==> config.mk <==
export PLATFORM = sky130hd
export DESIGN_NAME = mem_access_stage
export DESIGN_NICKNAME = d
export VERILOG_FILES = /design/src/rtl/mem_pkg.sv /design/src/rtl/load_align.sv /design/src/rtl/mem_access_stage.sv
export SDC_FILE = /design/constraint.sdc
export NUM_CORES = 1
export LEC_CHECK = 0
export BUFFER_PORTS_ARGS = -buffer_cell sky130_fd_sc_hd__buf_2
export CAP_MARGIN = 30
export CORE_AREA = 2 2 114 116
export CTS_BUF_LIST = sky130_fd_sc_hd__clkbuf_4 sky130_fd_sc_hd__clkbuf_8
export CTS_CLUSTER_SIZE = 25
export DETAILED_ROUTE_END_ITERATION = 12
export DIE_AREA = 0 0 116 118
export GPL_TIMING_DRIVEN = 0
export MAX_ROUTING_LAYER = met4
export PLACE_DENSITY = 0.88
export SYNTH_ARGS = -nofsm -noshare
export SYNTH_HDL_FRONTEND = slang
export SYNTH_SLANG_ARGS = --single-unit
==> constraint.sdc <==
create_clock -name clk -period 6.67 [get_ports clk]
set_input_delay 0.667 -clock clk [delete_from_list [all_inputs] [get_ports clk]]
set_output_delay 0.667 -clock clk [all_outputs]
set_load 0.02 [all_outputs]
==> src/rtl/mem_pkg.sv <==
// mem_pkg: memory-op encodings and helpers shared by the MEM stage
package mem_pkg;

    typedef enum logic [2:0] {
        MOP_NONE  = 3'd0,
        MOP_LB    = 3'd1,
        MOP_LH    = 3'd2,
        MOP_LW    = 3'd3,
        MOP_LBU   = 3'd4,
        MOP_LHU   = 3'd5,
        MOP_STORE = 3'd6
    } mop_e;

    function automatic logic is_load(input logic [2:0] op);
        return op inside {MOP_LB, MOP_LH, MOP_LW, MOP_LBU, MOP_LHU};
    endfunction

    function automatic logic is_store(input logic [2:0] op);
        return op == MOP_STORE;
    endfunction

    function automatic int lane_w(input int xlen);
        return $clog2(xlen / 8);
    endfunction

endpackage

==> src/rtl/load_align.sv <==
// load_align: selects the addressed byte/halfword of a load and extends it to XLEN
module load_align
    import mem_pkg::*;
#(
    parameter int XLEN   = 32,
    parameter int LANE_W = lane_w(XLEN)
) (
    input  logic [2:0]        mem_op,
    input  logic [LANE_W-1:0] lane,
    input  logic [XLEN-1:0]   raw,
    output logic [XLEN-1:0]   data
);

    logic [7:0]  b;
    logic [15:0] h;

    // pick the lane and sign/zero extend; LW (and LD) passes the full word
    always_comb begin
        b    = raw[{lane, 3'b000} +: 8];
        h    = raw[{lane[LANE_W-1:1], 4'b0000} +: 16];
        data = mem_op == MOP_LB  ? {{(XLEN-8){b[7]}}, b}   :
               mem_op == MOP_LBU ? {{(XLEN-8){1'b0}}, b}   :
               mem_op == MOP_LH  ? {{(XLEN-16){h[15]}}, h} :
               mem_op == MOP_LHU ? {{(XLEN-16){1'b0}}, h}  : raw;
    end

endmodule

==> src/rtl/mem_access_stage.sv <==
// mem_access_stage: MEM pipeline stage with split data responses, response buffer and flush cancellation
module mem_access_stage
    import mem_pkg::*;
#(
    parameter int XLEN     = 32,
    parameter int DEST_W   = 5,
    parameter int CANCEL_W = 2
) (
    input  logic              clk,
    input  logic              reset,
    input  logic              flush,
    input  logic              es_to_ms_valid,
    output logic              ms_allow_in,
    input  logic [XLEN-1:0]   es_pc,
    input  logic              es_gr_we,
    input  logic [DEST_W-1:0] es_dest,
    input  logic [XLEN-1:0]   es_alu_result,
    input  logic [2:0]        es_mem_op,
    input  logic              es_mem_req,
    input  logic              data_sram_data_ok,
    input  logic [XLEN-1:0]   data_sram_rdata,
    input  logic              ws_allow_in,
    output logic              ms_to_ws_valid,
    output logic [XLEN-1:0]   ms_pc,
    output logic              ms_gr_we,
    output logic [DEST_W-1:0] ms_dest,
    output logic [XLEN-1:0]   ms_result,
    output logic              fwd_we,
    output logic [DEST_W-1:0] fwd_dest,
    output logic [XLEN-1:0]   fwd_data,
    output logic              fwd_data_ok
);

    localparam int                LANE_W = lane_w(XLEN);
    localparam logic [CANCEL_W:0] CMAX   = {1'b0, {CANCEL_W{1'b1}}};

    logic                ms_valid, ms_mem_req, buf_valid;
    logic [XLEN-1:0]     ms_alu_result, rdata_buf, raw, aligned;
    logic [2:0]          ms_mem_op;
    logic [CANCEL_W-1:0] cancel_cnt;
    logic [CANCEL_W:0]   cnt_sum;
    logic [1:0]          inc;
    logic                resp_here, got_resp, ms_ready_go, capture, handoff, ms_load, buf_set;

    load_align #(.XLEN(XLEN), .LANE_W(LANE_W)) u_align (
        .mem_op (ms_mem_op),
        .lane   (ms_alu_result[LANE_W-1:0]),
        .raw    (raw),
        .data   (aligned)
    );

    // handshake, result selection, forwarding and cancel-count arithmetic
    always_comb begin
        resp_here      = data_sram_data_ok & (cancel_cnt == '0);
        got_resp       = buf_valid | resp_here;
        ms_ready_go    = !ms_mem_req | got_resp;
        ms_allow_in    = !ms_valid | (ms_ready_go & ws_allow_in);
        ms_to_ws_valid = ms_valid & ms_ready_go & !flush;
        capture        = es_to_ms_valid & ms_allow_in & !flush;
        handoff        = ms_valid & ms_ready_go & ws_allow_in;
        buf_set        = resp_here & ms_valid & ms_mem_req & !buf_valid;
        ms_load        = is_load(ms_mem_op);
        raw            = buf_valid ? rdata_buf : data_sram_rdata;
        ms_result      = ms_load ? aligned : ms_alu_result;
        fwd_we         = ms_valid & ms_gr_we;
        fwd_dest       = ms_dest;
        fwd_data       = ms_result;
        fwd_data_ok    = !(ms_valid & ms_mem_req & ms_load & !got_resp);
        inc            = flush ? {1'b0, ms_valid & ms_mem_req & !got_resp} + {1'b0, es_to_ms_valid & es_mem_req} : 2'd0;
        cnt_sum        = {1'b0, cancel_cnt} + (CANCEL_W+1)'(inc) - (CANCEL_W+1)'(data_sram_data_ok & !resp_here);
    end

    // control state: valid bit, response-buffer flag, saturating cancelled-response count
    always_ff @(posedge clk) begin
        if (reset) begin
            ms_valid   <= 1'b0;
            buf_valid  <= 1'b0;
            cancel_cnt <= '0;
        end else begin
            ms_valid   <= flush ? 1'b0 : capture ? 1'b1 : ms_allow_in ? 1'b0 : ms_valid;
            buf_valid  <= (flush | handoff) ? 1'b0 : buf_set ? 1'b1 : buf_valid;
            cancel_cnt <= cnt_sum > CMAX ? CMAX[CANCEL_W-1:0] : cnt_sum[CANCEL_W-1:0];
        end
    end

    // instruction fields from EX and the parked response word
    always_ff @(posedge clk) begin
        if (capture) begin
            ms_pc         <= es_pc;
            ms_gr_we      <= es_gr_we;
            ms_dest       <= es_dest;
            ms_alu_result <= es_alu_result;
            ms_mem_op     <= es_mem_op;
            ms_mem_req    <= es_mem_req;
        end
        if (buf_set) rdata_buf <= data_sram_rdata;
    end

    // more outstanding cancelled responses than the counter can hold
    always_ff @(posedge clk) begin
        if (!reset) assert (cnt_sum <= CMAX) else $error("cancel_cnt overflow");
    end

endmodule

==> reports/results.ini, run 1 <==
[sta]
setup_viol_count_final=0
final_critical_path_setup_slack_ps=3324
maxSlewViolCount=0
rsz0062_at_grt=false
final_hold_viol_count=0
fin_setup_tns_ps=0
max_freq_mhz=298.8
final_min_period_over_clock_period_pct=50.17
worstMarginPinSlew_ps=831.8
skew_ps=10.34
period_minus_slack_ps=3346
timing.max_slew.rel_slack_pct=44.55

[finish]
syn2layout_area_growth_pct=28.83
multiInputGateArea_sq_um=1873
final_cell_mix=sky130_fd_sc_hd__buf_2, sky130_fd_sc_hd__edfxtp_1, sky130_fd_sc_hd__buf_4, sky130_fd_sc_hd__mux2i_1, sky130_fd_sc_hd__nand2_1
final.fill_count=1031
sequential_standard_cell_area_sq_um=3263
final_nets=781
post_route_cells_drive_above_1_share_pct=49.63
final_common_cell=sky130_fd_sc_hd__buf_2

[drt]
drt_drc_violations_left=0
vias_per_cell=5.320
drt_wl_total_um=16170
detailroute.via_count=4485
antenna_violating_nets_post_route=0
drtPass1Iterations=7
dr.first_iter.drc_count=317
routed_wire_length_per_instance_um=19.19

[synthesis]
yosysTopAreaCell=sky130_fd_sc_hd__edfxtp_1
syn_area_per_cell_sq_um=13.15
async_flop_share_pct=0
syn_inst=427
ys.warnings.count=0
sequential_share_of_the_synthesized_area_pct=58.11
synth_seq_cells=110
syn_nets=544
synth_top_cell_area_share_pct=56.68
netlist_top_cells_area=sky130_fd_sc_hd__edfxtp_1, sky130_fd_sc_hd__mux4_2, sky130_fd_sc_hd__mux2i_1
synth.cell_area_sq_um=5615
synth_top_flop_cell=sky130_fd_sc_hd__edfxtp_1
ys_types=49
synth-edff-count=106

[critical_path]
worst-path-max-fanout=10
critical_path.endpoint_type=output port
arrival_ps=2680
cp-start-kind=flop
worst_path_class_setup=flop to output port
timing.rr.start=buf_valid
worstPathRequired_ps=6000
timing.critical_path.from=ms_mem_op[0]
worst-r2r-cell-count=9

[cts]
clock_tree_from_tritoncts=done
cts_made_buffers=9
cts_sinks=110
post_cts_resized=0
clock_tree.buffer_depth=2
holdBufCountCts=0
clk-insertion-delay-late_ps=380
cts.repair_timing.setup_buffer_count=0
htreeDepth=3
clockRootBuffer=sky130_fd_sc_hd__clkbuf_8
cts.clk_slew.worst_paths_ps=120

[placed_design]
finalWeightedCongestion=0.8898
portBuffers=222
place.detailed.hpwl_um=12990
setup_slack_placement_ps=3507

[floorplanning]
placementRows=41
floorplan.die.width_um=116
fp.dieArea_sq_um=13690
fp.dieH_um=118
floorplan.initialDensity_pct=45.23
coreArea_sq_um=12410
floorplan.io_pins=223

[pwr]
sequentialPowerShare_pct=52.3
power.static_leakage_uw=0.003063
swShare_pct=29.69
total_chip_power_uw=1541
power.share.combinational_pct=22.5
worst_ir_drop_vdd_mv=0.1545
switching_power_uw=457.5
internal_power_uw=1084
pwr-share-clk_pct=25.3
p_per_area_nw_per_um2=213.0

[global_route]
global_route.usage.total_pct=24.21
pin_count_of_the_biggest_net_entering_global_routing=34
first_global_vias=4598
number_of_antenna_violations_at_the_first_check_in_global_routing=1
grt_first_pass_wirelength_um=24190
overflow=0

[min_path]
holdPathStages=1
holdCritStartpoint=es_alu_result[5]
worstHoldPathType=input port to flop

[job]
timing.max_cap.violations=0

[status]
outcome=finished, final reports clean

per-stage QoR:
stage / utilization [%] / cells / hold slack (ps) / area (sq um)
6_report: 58.27 / 843 / 445.7 / 7234
4_1_cts: 58.23 / 841 / 432.7 / 7229
3_3_place_gp: 55.96 / 821 / 573.1 / 6947
3_5_place_dp: 56.70 / 825 / 649.3 / 7039
2_1_floorplan: - / 427 / 586.4 / 5620
5_1_grt: 58.25 / 842 / 426.4 / 7232
state kept, by name, summed over array words and instances, names as in the netlist, 2 cells and up:
signal and flops:
fwd_dest 5, ms_mem_op 3, cancel_cnt 2, ms_alu_result 32, ms_pc 32, rdata_buf 32
cells by family after synthesis:
family | count (synthesis) | synth area share [%]
xor gates and xnor gates | 2 | 0.3120
adders and majority gates | 5 | 1.248
and+or+nand+nor | 106 | 9.425
AOI/OAI and AO/OA | 69 | 7.999
buffers and inverters | 75 | 8.756
muxes | 60 | 14.15
DFF | 110 | 58.11
layer usage:
| layer | up-vias | GRT usage [%] | part of all wire (%) | routed length [um] |
|---|---|---|---|---|
| met3 | 27 | 5.355 | 7.3 | 1177 |
| met5 | - | - | 0 | 0 |
| met2 | 244 | 42.00 | 53 | 8535 |
| met4 | 0 | 9.301 | 2.7 | 432 |
| li1 | 2056 | - | - | - |
| met1 | 2158 | 26.94 | 37 | 6030 |
power by group through the flow:
stage | sequential [uW] | combinational (uW) | clock, uW
CTS | 806 | 346 | 395
global route | 809 | 373 | 418
finish | 806 | 346 | 389
floorplan | 832 | 202 | 0
detailed placement | 822 | 344 | 0
global placement | 823 | 326 | 0
final cells by class:
class / count / area share (%)
diodes: 2 / 0.06918
plain buffers: 62 / 6.122
clock buffers: 9 / 1.712
clock inverters: 7 / 0.9166
inverters: 13 / 0.6745
multi-input cells: 242 / 25.89
flip-flops and latches: 110 / 45.11
well taps: 172 / 2.975
repair buffers: 226 / 16.53
cell usage after synthesis (2+ instances only):
cell type / number
sky130_fd_sc_hd__xnor2_1: 2
sky130_fd_sc_hd__inv_1: 12
sky130_fd_sc_hd__clkbuf_1: 6
sky130_fd_sc_hd__a221o_1: 6
sky130_fd_sc_hd__o21ai_0: 11
sky130_fd_sc_hd__nor3b_1: 4
sky130_fd_sc_hd__o211ai_1: 9
sky130_fd_sc_hd__mux2i_1: 31
sky130_fd_sc_hd__edfxtp_1: 106
sky130_fd_sc_hd__nor2_1: 24
sky130_fd_sc_hd__nand2b_1: 2
sky130_fd_sc_hd__nor2b_1: 5
sky130_fd_sc_hd__mux4_2: 14
sky130_fd_sc_hd__and2_1: 5
sky130_fd_sc_hd__mux2_1: 2
sky130_fd_sc_hd__nand3_1: 19
sky130_fd_sc_hd__ha_1: 4
sky130_fd_sc_hd__o22ai_1: 2
sky130_fd_sc_hd__o21ai_1: 17
sky130_fd_sc_hd__o21a_1: 2
sky130_fd_sc_hd__a21oi_1: 13
sky130_fd_sc_hd__dfxtp_1: 4
sky130_fd_sc_hd__buf_4: 38
sky130_fd_sc_hd__nand4_1: 3
sky130_fd_sc_hd__nand2_1: 28
sky130_fd_sc_hd__buf_2: 11
sky130_fd_sc_hd__o221ai_1: 2
sky130_fd_sc_hd__buf_6: 5
sky130_fd_sc_hd__mux2_2: 13
sky130_fd_sc_hd__and3_1: 5
sky130_fd_sc_hd__nor3_1: 4
path summary, 6_finish.rpt:
path                            slack, ps          endpoint
worst max register to register       3730         ms_pc[10]
worst max-delay path                 3320     ms_result[13]
worst min-delay path                  450  ms_alu_result[5]
worst min register to register        660          ms_valid
worst max-delay path, stage by stage, from the launching register on:
cell,delay [ps]
sky130_fd_sc_hd__edfxtp_1,440
sky130_fd_sc_hd__nor3b_2,480
sky130_fd_sc_hd__o21ai_4,160
sky130_fd_sc_hd__buf_6,180
sky130_fd_sc_hd__mux2i_1,370
sky130_fd_sc_hd__o211ai_1,140
sky130_fd_sc_hd__and3_1,240
sky130_fd_sc_hd__buf_4,140
sky130_fd_sc_hd__buf_2,150
(Power assumes the default switching activity.)
==> run 2, diff against run 1 <==
--- a/config.mk
+++ b/config.mk
@@ -5,16 +5,17 @@
 export SDC_FILE = /design/constraint.sdc
 export NUM_CORES = 1
 export LEC_CHECK = 0
+export ABC_AREA = 1
 export BUFFER_PORTS_ARGS = -buffer_cell sky130_fd_sc_hd__buf_2
 export CAP_MARGIN = 30
-export CORE_AREA = 2 2 114 116
+export CORE_AREA = 2 2 109 111
 export CTS_BUF_LIST = sky130_fd_sc_hd__clkbuf_4 sky130_fd_sc_hd__clkbuf_8
 export CTS_CLUSTER_SIZE = 25
 export DETAILED_ROUTE_END_ITERATION = 12
-export DIE_AREA = 0 0 116 118
+export DIE_AREA = 0 0 111 113
 export GPL_TIMING_DRIVEN = 0
 export MAX_ROUTING_LAYER = met4
-export PLACE_DENSITY = 0.88
+export PLACE_DENSITY = 0.92
 export SYNTH_ARGS = -nofsm -noshare
 export SYNTH_HDL_FRONTEND = slang
 export SYNTH_SLANG_ARGS = --single-unit
==> constraint.sdc (replaced) <==
create_clock -name clk -period 3.3 [get_ports clk]
set_input_delay 0.33 -clock clk [delete_from_list [all_inputs] [get_ports clk]]
set_output_delay 0.33 -clock clk [all_outputs]
set_load 0.02 [all_outputs]
==> run 2 against run 1 <==
Flip-flop and latch count did not move. Sequential power rose by 100%. Critical endpoint is now cancel_cnt[0]. Largest cell class unchanged. Total power rose by 110%. Clock skew is 1.1 ps lower. Clock power is 130% higher. First-iteration DRC count up 50%. Via count is 14% higher. Sequential share of layout area down 0.34 points. Die area is 8.4% lower.
==> reports/results.ini, run 2 <==
[critical_path]
reg2reg_slack_ps=370
cp-start-kind=flop
worst-path-max-fanout=10
crit_path_max_incr_delay_ps=370
worstPathRequired_ps=3580
worst_path_class_setup=flop to flop
worst-r2r-cell-count=15
worst_reg2reg_endpoint=cancel_cnt[0]
cp.buffers_inverters=6
chain_of_cells_forming_the_critical_path=buf_4, inv_4, buf_2, nand3_1, nor2_1, ha_1, nand2_1, ha_1, inv_1, ha_1, inv_1, fa_1, xnor2_1, o21ai_0, inv_1
timing.rr.start=buf_valid
arrival_ps=3220
critical_path.endpoint_type=flop
cpMaxStageDelayCell=sky130_fd_sc_hd__fa_1
critPathTopFamily=adder cells

[drt]
drt_wl_total_um=15430
drt_drc_violations_left=0
antenna_violating_nets_post_route=0
drtPass1Iterations=5
detailroute.via_count=5094
vias_per_cell=5.109
dr.first_iter.drc_count=476
routed_wire_length_per_instance_um=15.48

[cts]
clock_tree_from_tritoncts=done
cts_sinks=110
cts.clk_slew.worst_paths_ps=100
cts.repair_timing.setup_buffer_count=0
clock_tree.buffer_depth=2
post_cts_resized=0
clockRootBuffer=sky130_fd_sc_hd__clkbuf_8
cts_made_buffers=9
htreeDepth=3
holdBufCountCts=0
clk-insertion-delay-late_ps=390

[finish]
final.fill_count=920
final_cell_mix=sky130_fd_sc_hd__nand2_1, sky130_fd_sc_hd__buf_2, sky130_fd_sc_hd__nand3_1, sky130_fd_sc_hd__edfxtp_1, sky130_fd_sc_hd__buf_4
finalCoreUtilization_pct=64.67
final_common_cell=sky130_fd_sc_hd__nand2_1
multiInputGateArea_sq_um=1867
biggestRegsByFlops=ms_alu_result (32), ms_pc (32), rdata_buf (32)
post_route_cells_drive_above_1_share_pct=37.70
insertedDiodeCount=0
final_nets=966
sequential_standard_cell_area_sq_um=3263
syn2layout_area_growth_pct=27.43

[synthesis]
synth_top_cell_area_share_pct=55.64
yosys-mux-area-fraction_pct=0
ys_types=27
sequential_share_of_the_synthesized_area_pct=57.04
async_flop_share_pct=0
synth.cell_area_sq_um=5720
share_of_the_synthesized_area_in_compound_gates_ao_oa_aoi_oai_pct=0.9186
yosysTopAreaCell=sky130_fd_sc_hd__edfxtp_1
post_synth_and_or_nand_nor_area_fraction_pct=30.07
netlist_top_cells_area=sky130_fd_sc_hd__edfxtp_1, sky130_fd_sc_hd__nand2_1, sky130_fd_sc_hd__nand3_1
syn_nets=731
synthMostInstantiatedCell=sky130_fd_sc_hd__nand2_1
synth_top_flop_cell=sky130_fd_sc_hd__edfxtp_1
syn_inst=614
synth.top_cells.by_count=sky130_fd_sc_hd__nand2_1, sky130_fd_sc_hd__nand3_1, sky130_fd_sc_hd__edfxtp_1
synth-edff-count=106
ys.warnings.count=0
adder_cell_share_of_the_synthesized_area_pct=1.225
dominant_combinational_cell_family_by_area_after_synthesis=simple AND/OR/NAND/NOR gates
synth_seq_cells=110
syn_area_per_cell_sq_um=9.317
post_synth_xor_area_fraction_pct=0.1531

[floorplanning]
floorplan.die.width_um=111
fp.dieH_um=113
coreArea_sq_um=11270
floorplan.initialDensity_pct=50.75
placementRows=39
floorplan.io_pins=223
fp.dieArea_sq_um=12540

[global_route]
overflow=0
first_global_vias=4903
grt_first_pass_wirelength_um=23820
pin_count_of_the_biggest_net_entering_global_routing=38
number_of_antenna_violations_at_the_first_check_in_global_routing=0
global_route.usage.total_pct=25.37

[pwr]
switching_power_uw=944.6
internal_power_uw=2338
swShare_pct=28.77
p_per_area_nw_per_um2=450.4
sequentialPowerShare_pct=49.5
total_chip_power_uw=3283
worst_ir_drop_vdd_mv=0.3678
pwr-share-clk_pct=27.6
power.static_leakage_uw=0.003668
power.share.combinational_pct=22.9

[min_path]
holdCritStartpoint=es_pc[12]
hold_path_end=ms_pc[12]
holdPathStages=1
worstHoldPathType=input port to flop

[sta]
fin_setup_tns_ps=0
max_freq_mhz=340.8
timing.max_slew.rel_slack_pct=36.85
final_min_period_over_clock_period_pct=88.91
setup_viol_count_final=0
rsz0062_at_grt=false
final_hold_viol_count=0
fin_worst_hold_slack_ps=111.4
worstMarginPinSlew_ps=945.1
maxSlewViolCount=0
skew_ps=9.248
period_minus_slack_ps=2934

[placed_design]
finalWeightedCongestion=0.9359
place.detailed.hpwl_um=12170
portBuffers=222

[status]
outcome=finished, final reports clean

[job]
timing.max_cap.violations=0

[run 2: layout make-up]
class	count	area share [%]
well taps	143	2.455
clock buffers	10	1.802
clock inverters	6	1.270
plain buffers	66	6.660
inverters	30	1.648
flip-flops and latches	110	44.76
multi-input cells	408	25.61
repair buffers	224	15.79
[run 2: power by group through the flow]
stage | Clock (uW) | Combinational (uW) | Sequential [uW]
final | 905 | 753 | 1620
after global routing | 968 | 838 | 1630
after CTS | 916 | 754 | 1620
after detailed placement | 0 | 752 | 1660
after global placement | 0 | 728 | 1660
after floorplan | 0 | 464 | 1680
[run 2: metrics by stage]
step / area (sq um) / instances / setup WS (ps)
floorplan: 5728 / 614 / 654.5
global placement: 7018 / 979 / 23.23
detailed placement: 7066 / 981 / 388.3
CTS: 7289 / 997 / 371.9
global route: 7289 / 997 / 148.5
finish: 7289 / 997 / 366.0
[run 2: worst reg2reg max path: cells and delay by family, from the launching register on]
kind	cells	cell delay [ps]
buffers and inverters	6	640
DFF	1	310
and+or+nand+nor	3	540
adders and majority gates	4	1030
xor gates and xnor gates	1	150
AOI/OAI and AO/OA	1	160
[run 2: metal layers]
metal	vias to the layer above	track usage, %	wire length [um]	part of all wire, %
met4	0	10.58	474	3.1
li1	2478	-	-	-
met3	35	5.356	1350	8.7
met2	258	42.62	7605	49
met5	-	-	0	0
met1	2323	29.99	6003	39
[run 2: worst max-delay path by stage]
stage	from	end	cells past startpoint
after CTS	buf_valid	cancel_cnt[0]	15
final	buf_valid	cancel_cnt[0]	15
after detailed placement	buf_valid	cancel_cnt[0]	15
after global routing	buf_valid	cancel_cnt[0]	15
after global placement	buf_valid	buf_valid	7
after floorplan	buf_valid	fwd_dest[0]	8
[run 2: cell families after synthesis]
kind of cell,after synthesis
XOR/XNOR,1
buffers and inverters,96
AO/OA/AOI/OAI,9
flip-flops,110
AND/OR/NAND/NOR,393
adder cells (fa/ha/maj),5
